$ cat src/rtl/golden_nonce_reporter.sv
// Golden-nonce capture FIFO with pipeline-offset correction and an MSB-first
// byte serializer over a valid/ready interface.
module golden_nonce_reporter #(
   parameter int unsigned DEPTH_LOG2   = 2,
   parameter logic [31:0] NONCE_ADJUST = 32'd0
) (
   input  logic                  clk,
   input  logic                  reset,
   input  logic [31:0]           golden_nonce_in,
   input  logic                  golden_valid_in,
   output logic [7:0]            tx_data,
   output logic                  tx_valid,
   input  logic                  tx_ready,
   output logic [DEPTH_LOG2:0]   fifo_count,
   output logic                  overflow
);

   localparam int unsigned          DEPTH    = 1 << DEPTH_LOG2;
   localparam logic [DEPTH_LOG2:0]  FULL_CNT = (DEPTH_LOG2 + 1)'(DEPTH);

   typedef enum logic {S_IDLE, S_SEND} state_t;

   state_t                 r_state;
   state_t                 w_next_state;
   logic [31:0]            r_mem [DEPTH];
   logic [DEPTH_LOG2-1:0]  r_wptr;
   logic [DEPTH_LOG2-1:0]  r_rptr;
   logic [DEPTH_LOG2:0]    r_count;
   logic                   r_overflow;
   logic [31:0]            r_shift;
   logic [1:0]             r_byte_idx;

   logic                   w_full;
   logic                   w_pop;
   logic                   w_push;
   logic                   w_hs;
   logic                   w_drop;

   always_comb begin
      w_full       = (r_count == FULL_CNT);
      w_pop        = 1'b0;
      w_hs         = 1'b0;
      w_next_state = r_state;
      case (r_state)
         S_IDLE: begin
            if (r_count != '0) begin
               w_pop        = 1'b1;
               w_next_state = S_SEND;
            end
         end
         S_SEND: begin
            w_hs = tx_ready;
            if (tx_ready && (r_byte_idx == 2'd3))
               w_next_state = S_IDLE;
         end
         default: w_next_state = S_IDLE;
      endcase
      // A pop in the same cycle frees the slot, so a push into a full FIFO is kept
      w_push = golden_valid_in && (!w_full || w_pop);
      w_drop = golden_valid_in && w_full && !w_pop;
   end

   always_ff @(posedge clk) begin
      if (reset) r_state <= S_IDLE;
      else       r_state <= w_next_state;
   end

   always_ff @(posedge clk) begin
      if (!reset && w_push)
         r_mem[r_wptr] <= golden_nonce_in - NONCE_ADJUST;
   end

   always_ff @(posedge clk) begin
      if (reset) begin
         r_wptr     <= '0;
         r_rptr     <= '0;
         r_count    <= '0;
         r_overflow <= 1'b0;
         r_shift    <= '0;
         r_byte_idx <= '0;
      end else begin
         if (w_push) r_wptr <= r_wptr + DEPTH_LOG2'(1);
         if (w_pop)  r_rptr <= r_rptr + DEPTH_LOG2'(1);
         case ({w_push, w_pop})
            2'b10:   r_count <= r_count + (DEPTH_LOG2 + 1)'(1);
            2'b01:   r_count <= r_count - (DEPTH_LOG2 + 1)'(1);
            default: r_count <= r_count;
         endcase
         if (w_drop) r_overflow <= 1'b1;
         if (w_pop) begin
            r_shift    <= r_mem[r_rptr];
            r_byte_idx <= '0;
         end else if (w_hs && (r_byte_idx != 2'd3)) begin
            r_shift    <= {r_shift[23:0], 8'h00};
            r_byte_idx <= r_byte_idx + 2'd1;
         end
      end
   end

   assign tx_valid   = (r_state == S_SEND);
   assign tx_data    = r_shift[31:24];
   assign fifo_count = r_count;
   assign overflow   = r_overflow;

endmodule

$ cat config.mk
export PLATFORM = sky130hd
export DESIGN_NAME = golden_nonce_reporter
export DESIGN_NICKNAME = d
export VERILOG_FILES = /design/src/rtl/golden_nonce_reporter.sv
export SDC_FILE = /design/constraint.sdc
export NUM_CORES = 1
export LEC_CHECK = 0
export ABC_CLOCK_PERIOD_IN_PS = 2400
export BUFFER_PORTS_ARGS = -buffer_cell sky130_fd_sc_hd__buf_2
export CAP_MARGIN = 20
export CORE_ASPECT_RATIO = 0.7
export CORE_MARGIN = 10
export CORE_UTILIZATION = 48
export DETAILED_ROUTE_END_ITERATION = 6
export PLACE_DENSITY = 0.68
export SLEW_MARGIN = 10
export SYNTH_ARGS = -nofsm -noshare
export SYNTH_HDL_FRONTEND = slang
export SYNTH_SLANG_ARGS = --single-unit
$ cat constraint.sdc
create_clock -name clk -period 2.4 [get_ports clk]
set_input_delay 0.72 -clock clk [delete_from_list [all_inputs] [get_ports clk]]
set_output_delay 0.72 -clock clk [all_outputs]
set_load 0.02 [all_outputs]
; Word level (Yosys, flattened, before mapping)
; Memories as Yosys holds them, arrays and structs flattened. A register that Yosys moved wholly into a read port is not among the register bits.
; Cells that the tools add are included.
[totals]
out_inout_bits = 13
memories = 1
ramBits = 128
in_bits = 36
regBits = 43
[mem_list]
columns = name, words, width, rd, rd_ports_with_merged_regs, write_ports, line_no
row1 = r_mem, 4, 32, 1, 1, 1, 25  ; logic [31:0] r_mem [DEPTH];
[op_classes]
n_addsub = 5
mux = 12
reduce_logical = 14
eq_ne = 5
bitwise = 1
[op_table]
columns = op, count
row1 = $mux W32, 2
row2 = $add A2 B1 Y2 const B, 3
row3 = $logic_and A1 B1 Y1, 6
row4 = $mux W1, 6
row5 = $pmux W3 S2, 1
row6 = $eq A2 B2 Y1 const B, 2
row7 = $mux W2, 2
row8 = $reduce_bool A2 Y1, 2
row9 = $add A3 B1 Y3 const B, 1
row10 = $eq A3 B3 Y1 const B, 1
row11 = $logic_not A1 Y1, 3
row12 = $reduce_bool A3 Y1, 1
row13 = $sub A3 B1 Y3 const B, 1
row14 = $eq A2 B1 Y1 const B, 1
row15 = $ne A2 B2 Y1 const B, 1
row16 = $pmux W1 S2, 1
row17 = $reduce_or A2 Y1, 1
row18 = $logic_or A1 B1 Y1, 1
row19 = $not A1 Y1, 1

; Longest topological paths before layout
; Gate-level depths: netlist of the first run.
[depth]
depth_word = 8
depth_mapped = 7
ltp_nobuf = 6

; Worst setup path before layout of the first run
; OpenSTA, ideal clock, no wires.
[synth_timing]
path_type = input to register
start = input port golden_valid_in
end = memory r_mem[1][0] (enable)
setup_ns = 0.392
cell_stages = 4
arrival_time_ns = 2.076
required_time_ns = 2.008
path_slack_ns = -0.068
path_cell_list = buf_2 > inv_1 > nor3_1 > and2_1
[synth_between]
elab_chain_cells = 4
[synth_lines]
columns = element, line_no
row1 = "start, declared", 10  ; input logic golden_valid_in,
row2 = $logic_and A1 B1 Y1, 59  ; w_push = golden_valid_in && (!w_full || w_pop);
row3 = $logic_and A1 B1 Y1, 69  ; if (!reset && w_push)
row4 = $mux W1, 69
row5 = $mux W1 (not written as such), 70  ; r_mem[r_wptr] <= golden_nonce_in - NONCE_ADJUST;
row6 = "end, declared", 25
; Every way passes these cells.

; Worst setup path in the final report of the first run
[layout_timing]
start = register r_count[0], in the netlist fifo_count[0]
end = register r_count[2], in the netlist fifo_count[2]
[layout_between]
elab_chain_cells = 7
[layout_lines]
columns = element, line_no
row1 = "start, declared", 28  ; logic [DEPTH_LOG2:0] r_count;
row2 = "start signal, assigned", 85  ; 2'b10: r_count <= r_count + (DEPTH_LOG2 + 1)'(1);
row3 = "start signal, assigned", 86  ; 2'b01: r_count <= r_count - (DEPTH_LOG2 + 1)'(1);
row4 = "start signal, assigned", 87  ; default: r_count <= r_count;
row5 = $reduce_bool A3 Y1, 46  ; if (r_count != '0) begin
row6 = $mux W1, 46
row7 = $mux W1, 44  ; case (r_state)
row8 = $logic_or A1 B1 Y1, 59
row9 = $logic_and A1 B1 Y1, 59
row10 = $eq A2 B1 Y1 / $eq A2 B2 Y1 (equally long branches), 84  ; case ({w_push, w_pop})
row11 = $pmux W3 S2 / $reduce_bool A2 Y1 (equally long branches), --
; Parallel ways exist; a longest one is shown, timed or not.
; A chain may end at the register's enable or synchronous reset.

==> results.sh, run 1 <==
export IMPL_yosys_top_cells_area="edfxtp_1 (57%), dfxtp_1 (13%), mux4_2 (11%)"
export IMPL_postLayoutCoreUtil=0.572
export IMPL_via_count=3282
export IMPL_grt_pass1_vias=3471
export IMPL_ant_nets=0
export IMPL_ios=49
export IMPL_crit_family="simple AND/OR/NAND/NOR gates"
export IMPL_syn_avg_cell_area_sq_um=18.8
export IMPL_nNetsFinal=454
export IMPL_die_area_sq_um=19400
export IMPL_cts_tree="yes"
export IMPL_rows=36
export IMPL_internal_power_mw=6.44
export IMPL_met1_usage=0.168
export IMPL_n_antenna_cell=0
export IMPL_max_cap_violations=0
export IMPL_use_met3=0.0410
export IMPL_synth_nets=403
export IMPL_postCtsSetupRepairBufs=0
export IMPL_clock_root_buffer="clkbuf_16"
export IMPL_cp_max_fo=10
export IMPL_worst_slew_pin_slew_ns=0.498
export IMPL_mostFrequentLayoutCell="edfxtp_1"
export IMPL_relSlewSlack=0.667
export IMPL_cp_start_kind="flip-flop"
export IMPL_clock_path_buffers=2
export IMPL_synth_top_area_share=0.566
export IMPL_syn_inst=361
export IMPL_endpoint_kind="flip-flop"
export IMPL_post_cts_resize_count=0
export IMPL_via_per_inst=5.34
export IMPL_ys_seq_elements=173
export IMPL_gr_usage_met2=0.207
export IMPL_slowest_delay_ns=0.46
export IMPL_die_h_um=120
export IMPL_cts_buffers_inserted=17
export IMPL_hpwl_mm=7.59
export IMPL_p_seq_frac=0.432
export IMPL_synth_top_flop_cell="edfxtp_1"
export IMPL_first_iter_violations=144
export IMPL_cts_sinks=173
export IMPL_synth_async_reset_ratio=0
export IMPL_firstDrtPassIters=4
export IMPL_setup_tns_ns=0
export IMPL_netlist_area_sq_um=6800
export IMPL_antenna_found_initial=0
export IMPL_p_sw_mw=2.47
export IMPL_setup_viol=0
export IMPL_h_tree_depth=4
export IMPL_coreArea_sq_um=13900
export IMPL_worstPathArrival_ns=2.46
export IMPL_synth_edff_count=128
export IMPL_leakage_nw=2.76
export IMPL_status="completed"
export IMPL_rsz0062_at_grt="false"
export IMPL_top_usage_layer="met2"
export IMPL_path_buf_inv=0
export IMPL_crit_cells=6
export IMPL_critPathSlowestCell="or3b_2"
export IMPL_clock_latency_ns=0.42
export IMPL_required_ns=2.71
export IMPL_min_path_cells=2
export IMPL_ys_warnings_count=0
export IMPL_post_drt_wl_per_cell_um=19.9
export IMPL_grt_max_degree=33
export IMPL_sw_frac_of_total=0.278
export IMPL_die_w_um=162
export IMPL_drive_above_1_share=0.369
export IMPL_period_needed_ns=2.14
export IMPL_gp_congestion=0.800
export IMPL_crit_type="flip-flop to flip-flop"
export IMPL_p_comb_frac=0.231
export IMPL_power_density_nw_per_um2=1120
export IMPL_finalCritPeriodShare=0.892
export IMPL_clkPwrFrac=0.337
export IMPL_finalMaxSlewViolations=0
export IMPL_synth_seq_area_share=0.698
export IMPL_area_delta_synth_final_pct=16.8
export IMPL_hp_class="flip-flop to flip-flop"
export IMPL_wirelength_mm=12.2
export IMPL_reg2reg_depth=6
export IMPL_synth_cell_type_count=42
export IMPL_port_buffers=48
export IMPL_crit_chain="or3_4 -> nand3_1 -> fa_1 -> or3b_2 -> a32o_1 -> a21o_1"
export IMPL_hold_viol_final=0
export IMPL_synth_top_area_cell="edfxtp_1"
export IMPL_clkTransAtPathRegs_ns=0.07
export IMPL_holdBufCountCts=0
export IMPL_fill_cells=1070
export IMPL_grt_usage=0.131
export IMPL_ir_drop_mv=0.556
export IMPL_globalRouteOverflowTotal=0
export IMPL_fin_worst_skew_ns=0.0124
export IMPL_max_freq_mhz=467
export IMPL_start_util=0.490
export IMPL_post_route_drc_count=0
export IMPL_grt_pass1_wl_mm=19.2
export IMPL_mostFrequentLayoutCells="edfxtp_1 (128), buf_2 (48), dfxtp_1 (44), mux4_2 (32), mux2i_1 (25)"
## Yosys cell counts (2+ instances only)
| library cell | number |
|---|---|
| a21o_1 | 2 |
| a21oi_1 | 5 |
| a22o_1 | 8 |
| and2_1 | 4 |
| buf_2 | 11 |
| buf_4 | 9 |
| buf_6 | 2 |
| buf_8 | 2 |
| clkbuf_1 | 6 |
| dfxtp_1 | 45 |
| edfxtp_1 | 128 |
| ha_1 | 5 |
| inv_1 | 7 |
| mux2i_1 | 25 |
| mux4_2 | 32 |
| nand3_1 | 2 |
| nand3b_1 | 5 |
| nor2_1 | 7 |
| nor2_2 | 2 |
| nor2b_1 | 2 |
| nor3_1 | 3 |
| o2111ai_1 | 2 |
| o21ai_0 | 4 |
| o2bb2ai_1 | 6 |
| o2bb2ai_2 | 18 |
| or3_1 | 2 |
| xnor2_1 | 2 |
## worst paths after layout
check / slack (ns) / end / start
setup / recovery: 0.26 / fifo_count[2] / fifo_count[0]
hold / removal: 0.48 / overflow / overflow
setup reg to reg: 0.26 / fifo_count[2] / fifo_count[0]
hold reg to reg: 0.48 / overflow / overflow
## power by group through the flow
stage	logic (mW)	registers, mW	clock network (mW)
final	2.06	3.85	3.00
after global routing	2.23	3.90	3.18
after CTS	2.09	3.86	3.07
after detailed placement	2.08	3.92	0
after global placement	2.04	3.90	0
after floorplan	1.70	3.80	0
## area by class of cell
cell class	count	area, sq um	share of cell area
flip-flops and latches	173	4750	0.598
multi-input cells	151	1840	0.231
repair buffers	62	433	0.0545
clock buffers	17	425	0.0536
well taps	190	238	0.0299
clock inverters	15	235	0.0296
inverters	7	26.3	0.00331
## through the flow
stage          hold WS [ns]  std cells  instance area (sq um)  worst slack, ns  total power [mW]
4_1_cts               0.489        615                   7940            0.254              9.01
6_report              0.485        615                   7940            0.259              8.91
2_1_floorplan         0.442        361                   6800            0.223              5.51
3_5_place_dp          0.470        583                   7280            0.235              6.00
3_3_place_gp          0.463        583                   7280            0.275              5.94
5_1_grt               0.498        615                   7940            0.165              9.31
## cells by family after synthesis
kind of cell | share of synthesized area
compound gates | 0.0781
simple gates | 0.0304
fa+ha+maj | 0.0122
xor+xnor | 0.00387
buf+inv | 0.0330
flops | 0.698
mux | 0.145
## per-layer routing
| metal | part of all wire | routed length (um) |
|---|---|---|
| met3 | 0.052 | 634 |
| met2 | 0.49 | 5960 |
| met5 | 0 | 0 |
| met4 | 0.0061 | 75 |
| met1 | 0.45 | 5540 |
## worst reg2reg max path, cell delays in order (launching register included)
cell and delay, ns:
dfxtp_1 0.40, or3_4 0.45, nand3_1 0.12, fa_1 0.21, or3b_2 0.46, a32o_1 0.26, a21o_1 0.14
## sequential cells by signal, indices dropped and copies added (netlist names), named ones only
register and count:
tx_valid 1, fifo_count 3, r_shift 32, r_wptr 2, r_rptr 2, overflow 1, r_mem 128, r_byte_idx 2
No activity file was read; power rests on OpenSTA's default activity.
==> run 2: changes to the inputs <==
--- a/config.mk
+++ b/config.mk
@@ -5,14 +5,14 @@
 export SDC_FILE = /design/constraint.sdc
 export NUM_CORES = 1
 export LEC_CHECK = 0
-export ABC_CLOCK_PERIOD_IN_PS = 2400
+export ABC_CLOCK_PERIOD_IN_PS = 2600
 export BUFFER_PORTS_ARGS = -buffer_cell sky130_fd_sc_hd__buf_2
 export CAP_MARGIN = 20
 export CORE_ASPECT_RATIO = 0.7
 export CORE_MARGIN = 10
 export CORE_UTILIZATION = 48
 export DETAILED_ROUTE_END_ITERATION = 6
-export PLACE_DENSITY = 0.68
+export PLACE_DENSITY = 0.66
 export SLEW_MARGIN = 10
 export SYNTH_ARGS = -nofsm -noshare
 export SYNTH_HDL_FRONTEND = slang
==> constraint.sdc (replaced) <==
create_clock -name clk -period 2.6 [get_ports clk]
set_input_delay 0.78 -clock clk [delete_from_list [all_inputs] [get_ports clk]]
set_output_delay 0.78 -clock clk [all_outputs]
set_load 0.02 [all_outputs]
==> run 2 against run 1 <==
Clock skew about the same. Die area is the same. Sequential power fell by 8.6%.
==> results.sh, run 2 (synthesis results as in run 1) <==
export IMPL_top_register="r_mem"
export IMPL_via_count=3309
export IMPL_cts_sinks=173
export IMPL_n_antenna_cell=0
export IMPL_finalPower_mw=7.70
export IMPL_first_iter_violations=213
export IMPL_largest_reg_flops=128
export IMPL_clkTransAtPathRegs_ns=0.07
export IMPL_wl_met3_um=577
export IMPL_maxUsedRoutingLayer="met4"
export IMPL_ios=49
export IMPL_wirelength_mm=12.1
export IMPL_grt_pass1_vias=3571
export IMPL_via_per_inst=5.41
export IMPL_start_util=0.490
export IMPL_cp_max_fo=10
export IMPL_port_buffers=48
export IMPL_ant_nets=0
export IMPL_postLayoutCoreUtil=0.560
export IMPL_worst_slew_pin_slew_ns=0.503
export IMPL_fill_cells=1113
export IMPL_worstPathArrival_ns=2.44
export IMPL_path_buf_inv=0
export IMPL_area_delta_synth_final_pct=14.4
export IMPL_wl_met1_mm=5.49
export IMPL_hpwl_mm=7.50
export IMPL_finalMaxSlewViolations=0
export IMPL_die_area_sq_um=19400
export IMPL_setup_viol=0
export IMPL_max_cap_violations=0
export IMPL_hp_class="flip-flop to flip-flop"
export IMPL_cp_start_kind="flip-flop"
export IMPL_crit_type="flip-flop to flip-flop"
export IMPL_antenna_found_initial=0
export IMPL_required_ns=2.91
export IMPL_power_density_nw_per_um2=990
export IMPL_setup_tns_ns=0
export IMPL_h_tree_depth=4
export IMPL_fin_worst_skew_ns=0.0119
export IMPL_clock_root_buffer="clkbuf_16"
export IMPL_status="completed"
export IMPL_leakage_nw=2.67
export IMPL_rsz0062_at_grt="false"
export IMPL_critPathSlowestCell="or3b_2"
export IMPL_mostFrequentLayoutCell="edfxtp_1"
export IMPL_globalRouteOverflowTotal=0
export IMPL_post_route_drc_count=0
export IMPL_mostFrequentLayoutCells="edfxtp_1 (128), buf_2 (48), dfxtp_1 (44), mux4_2 (32), mux2i_1 (25)"
export IMPL_post_drt_wl_per_cell_um=19.8
export IMPL_cts_tree="yes"
export IMPL_period_needed_ns=2.13
export IMPL_grt_max_degree=33
export IMPL_relSlewSlack=0.665
export IMPL_postCtsSetupRepairBufs=0
export IMPL_drive_above_1_share=0.351
export IMPL_design_area_sq_um=7770
export IMPL_ir_drop_mv=0.529
export IMPL_max_freq_mhz=470
export IMPL_finalCritPeriodShare=0.818
export IMPL_wl_met2_mm=6.00
export IMPL_coreArea_sq_um=13900
export IMPL_rows=36
export IMPL_nNetsFinal=451
export IMPL_grt_usage=0.131
export IMPL_endpoint_kind="flip-flop"
export IMPL_firstDrtPassIters=4
export IMPL_gp_congestion=0.723
export IMPL_holdBufCountCts=0
export IMPL_instances_no_fill=612
export IMPL_post_cts_resize_count=0
export IMPL_clock_latency_ns=0.41
export IMPL_hold_viol_final=0
export IMPL_clock_path_buffers=2
export IMPL_dp_cells=580
export IMPL_cts_buffers_inserted=17
export IMPL_grt_pass1_wl_mm=19.7
export IMPL_crit_family="simple AND/OR/NAND/NOR gates"
export IMPL_die_h_um=120
export IMPL_slowest_delay_ns=0.46
export IMPL_dpl_cell_area_sq_um=7230
export IMPL_die_w_um=162
export IMPL_crit_chain="or3_4 -> nand3_1 -> fa_1 -> or3b_2 -> a32o_1 -> a21o_1"
==> run 2: cell types whose count changed in the layout (fill, tap and decap cells not counted), sizes merged <==
cell | previous run | this run
buf | 62 | 59
bufinv | 5 | 0
clkbuf | 17 | 18
clkinv | 5 | 7
clkinvlp | 1 | 3
==> run 2: where the power goes <==
part	internal [mW]	switching, mW	total (mW)	leakage, nW
logic	0.872	0.995	1.87	0.881
clock network	1.24	1.07	2.31	0.258
registers	3.30	0.221	3.52	1.53
==> run 2: cell type report <==
| class | instances | area, sq um | area share |
|---|---|---|---|
| clock buffer | 18 | 429 | 0.0552 |
| clock inverter | 14 | 115 | 0.0148 |
| sequential | 173 | 4750 | 0.611 |
| tap | 190 | 238 | 0.0306 |
| multi-input combinational | 151 | 1830 | 0.236 |
| inverter | 7 | 26.3 | 0.00338 |
| timing repair buffer | 59 | 385 | 0.0496 |
==> run 2: metrics by stage <==
step                      setup WS (ns)  hold WS, ns
after floorplan                  0.0717        0.442
after global placement            0.294        0.459
after detailed placement          0.244        0.459
after CTS                         0.466        0.475
after global routing              0.347        0.519
final                             0.474        0.469
==> run 2: worst paths after layout <==
check,from,endpoint,slack (ns),cells after the start
worst max-delay path,fifo_count[0],fifo_count[2],0.47,6
worst min-delay path,overflow,overflow,0.47,2
worst max register to register,fifo_count[0],fifo_count[2],0.47,6
worst min register to register,overflow,overflow,0.47,2
==> run 2: worst reg2reg max path: cells and delay by family (launching register included) <==
kind / cells / cell delay, ns
DFF: 1 / 0.40
and+or+nand+nor: 3 / 1.03
adders and majority gates: 1 / 0.20
AOI/OAI and AO/OA: 2 / 0.40
==> run 2: metal layers <==
| layer | vias up | track usage |
|---|---|---|
| met5 | - | 0 |
| met4 | 0 | 0.0408 |
| met3 | 8 | 0.0359 |
| met2 | 72 | 0.216 |
| met1 | 1688 | 0.165 |
| li1 | 1541 | - |
==> run 3: changes to the inputs <==
--- a/config.mk
+++ b/config.mk
@@ -5,14 +5,14 @@
 export SDC_FILE = /design/constraint.sdc
 export NUM_CORES = 1
 export LEC_CHECK = 0
-export ABC_CLOCK_PERIOD_IN_PS = 2600
+export ABC_CLOCK_PERIOD_IN_PS = 1700
 export BUFFER_PORTS_ARGS = -buffer_cell sky130_fd_sc_hd__buf_2
 export CAP_MARGIN = 20
 export CORE_ASPECT_RATIO = 0.7
 export CORE_MARGIN = 10
 export CORE_UTILIZATION = 48
 export DETAILED_ROUTE_END_ITERATION = 6
-export PLACE_DENSITY = 0.66
+export PLACE_DENSITY = 0.68
 export SLEW_MARGIN = 10
 export SYNTH_ARGS = -nofsm -noshare
 export SYNTH_HDL_FRONTEND = slang
==> constraint.sdc (replaced) <==
create_clock -name clk -period 1.7 [get_ports clk]
set_input_delay 0.51 -clock clk [delete_from_list [all_inputs] [get_ports clk]]
set_output_delay 0.51 -clock clk [all_outputs]
set_load 0.02 [all_outputs]
==> run 3 against run 2 <==
Count of clock-buffer cells in the layout decreased by 1. Via count up 4.7%. Fmax up 17%. Global-route usage increased by 0.91 points. Combinational power rose by 86%. Sequential share of layout area down 4.3 points. Core utilization is 4.3 points higher. First-iteration DRC count is 18% lower. Largest cell class unchanged. Sequential cell count did not move. Power grew 65%. Critical path type unchanged. Die area unchanged. The run now ends with negative setup slack left.
==> results.sh, run 3 (synthesis results as in run 1) <==
export IMPL_status="complete, but fails checks"
export IMPL_failed_checks="negative setup slack"
export IMPL_rr_endpoint="fifo_count[2]"
export IMPL_postLayoutCoreUtil=0.604
export IMPL_required_ns=2.01
export IMPL_area_delta_synth_final_pct=23.2
export IMPL_finalMaxSlewViolations=0
export IMPL_design_area_sq_um=8370
export IMPL_via_count=3466
export IMPL_rsz0062_at_grt="true"
export IMPL_power_density_nw_per_um2=1520
export IMPL_fin_worst_skew_ns=0.0122
export IMPL_cp_max_fo=2
export IMPL_cts_sinks=173
export IMPL_clkTransAtPathRegs_ns=0.07
export IMPL_hold_end="r_mem[0][11]"
export IMPL_finalPower_mw=12.7
export IMPL_ir_drop_mv=0.787
export IMPL_grt_pass1_vias=3757
export IMPL_pre_cts_slack_ns=-0.169
export IMPL_hpwl_mm=8.60
export IMPL_period_needed_ns=1.81
export IMPL_ant_nets=0
export IMPL_coreArea_sq_um=13900
export IMPL_globalRouteOverflowTotal=0
export IMPL_critPathLaunch="fifo_count[2]"
export IMPL_first_iter_violations=175
export IMPL_antenna_found_initial=0
export IMPL_gp_congestion=0.774
export IMPL_cts_buffers_inserted=17
export IMPL_rows=36
export IMPL_cts_tree="yes"
export IMPL_die_w_um=162
export IMPL_largest_reg_flops=128
export IMPL_grt_pass1_wl_mm=20.9
export IMPL_clock_path_buffers=2
export IMPL_hold_viol_final=0
export IMPL_port_buffers=48
export IMPL_min_path_cells=1
export IMPL_grt_max_degree=33
export IMPL_fin_ws_ns=-0.111
export IMPL_n_antenna_cell=0
export IMPL_post_route_drc_count=0
export IMPL_post_drt_wl_per_cell_um=21.1
export IMPL_leakage_nw=2.95
export IMPL_clock_latency_ns=0.42
export IMPL_drive_above_1_share=0.432
export IMPL_via_per_inst=5.38
export IMPL_holdBufCountCts=0
export IMPL_die_h_um=120
export IMPL_worst_slew_pin_slew_ns=0.424
export IMPL_max_freq_mhz=552
export IMPL_worstPathArrival_ns=2.13
export IMPL_die_area_sq_um=19400
export IMPL_firstDrtPassIters=4
export IMPL_top_register="r_mem"
export IMPL_worstHoldStart="golden_nonce_in[11]"
export IMPL_h_tree_depth=4
export IMPL_crit_type="flip-flop to flip-flop"
export IMPL_clock_root_buffer="clkbuf_16"
export IMPL_dpl_cell_area_sq_um=7560
export IMPL_mostFrequentLayoutCell="edfxtp_1"
export IMPL_hp_class="input port to flip-flop"
export IMPL_wirelength_mm=13.6
export IMPL_start_util=0.490
export IMPL_nNetsFinal=483
export IMPL_finalCritPeriodShare=1.07
export IMPL_ios=49
export IMPL_cp_start_kind="flip-flop"
export IMPL_max_cap_violations=0
export IMPL_mostFrequentLayoutCells="edfxtp_1 (128), buf_2 (47), dfxtp_1 (40), mux4_2 (32), mux2i_1 (25)"
export IMPL_grt_usage=0.140
export IMPL_relSlewSlack=0.715
export IMPL_worstReg2RegStart="fifo_count[2]"
export IMPL_r2r_slack_ns=-0.11
export IMPL_endpoint_kind="flip-flop"
export IMPL_setup_viol=67
export IMPL_reg2reg_depth=6
[run 3: changes by cell type in the layout (fill, tap and decap cells not counted), moves of 5 or more]
cell / previous run / this run
clkbuf_16: 17 / 22
buf_4: 6 / 16
buf_12: 5 / 16
buf_6: 0 / 7
[run 3: worst max path at each step]
stage / end / slack [ns] / cells past startpoint
2_1_floorplan: fifo_count[2] / -0.26 / 7
3_3_place_gp: fifo_count[2] / -0.12 / 7
3_5_place_dp: fifo_count[2] / -0.17 / 7
4_1_cts: fifo_count[2] / -0.11 / 6
5_1_grt: fifo_count[2] / -0.16 / 6
6_report: fifo_count[2] / -0.11 / 6
[run 3: per-stage QoR]
stage | instances | hold slack (ns) | setup TNS (ns)
after floorplan | 361 | 0.442 | -0.399
after global placement | 601 | 0.457 | -3.67
after detailed placement | 601 | 0.469 | -3.91
after CTS | 634 | 0.289 | -0.150
after global routing | 644 | 0.293 | -6.63
final | 644 | 0.299 | -1.58
[run 3: final cells by class]
type                    count  area, sq um
fillers                  1004         5500
clock buffers              17          425
repair buffers             91          880
multi-input cells         151         1880
flip-flops and latches    173         4750
inverters                   7         26.3
well taps                 190          238
clock inverters            15          171
[run 3: what timing repair did]
action                     in CTS  in global routing
setup endpoints to repair     131                130
resized for setup               2                  9
pin swaps                       3                  6
hold endpoints to repair        0                  0
setup buffers                   1                  3
cloned                          0                  7
[run 3: worst max-delay path: stages, from the launching register on]
cell and delay (ns):
dfxtp_2 0.32, or3_4 0.38, nand3_2 0.07, fa_2 0.19
or3b_4 0.37, a32o_1 0.23, a21o_1 0.14
[run 3: where the power goes]
group | switching (mW) | internal, mW | leakage, nW | total [mW]
Combinational | 1.74 | 1.74 | 1.13 | 3.48
Sequential | 0.334 | 5.06 | 1.53 | 5.39
Clock | 1.75 | 2.11 | 0.285 | 3.85
[run 3: routing by layer]
layer	GRT usage	vias to the layer above	share of wire
met4	0.0374	0	0.0046
met1	0.187	1784	0.47
met3	0.0393	4	0.045
li1	-	1605	-
met2	0.221	73	0.48
met5	0	-	0
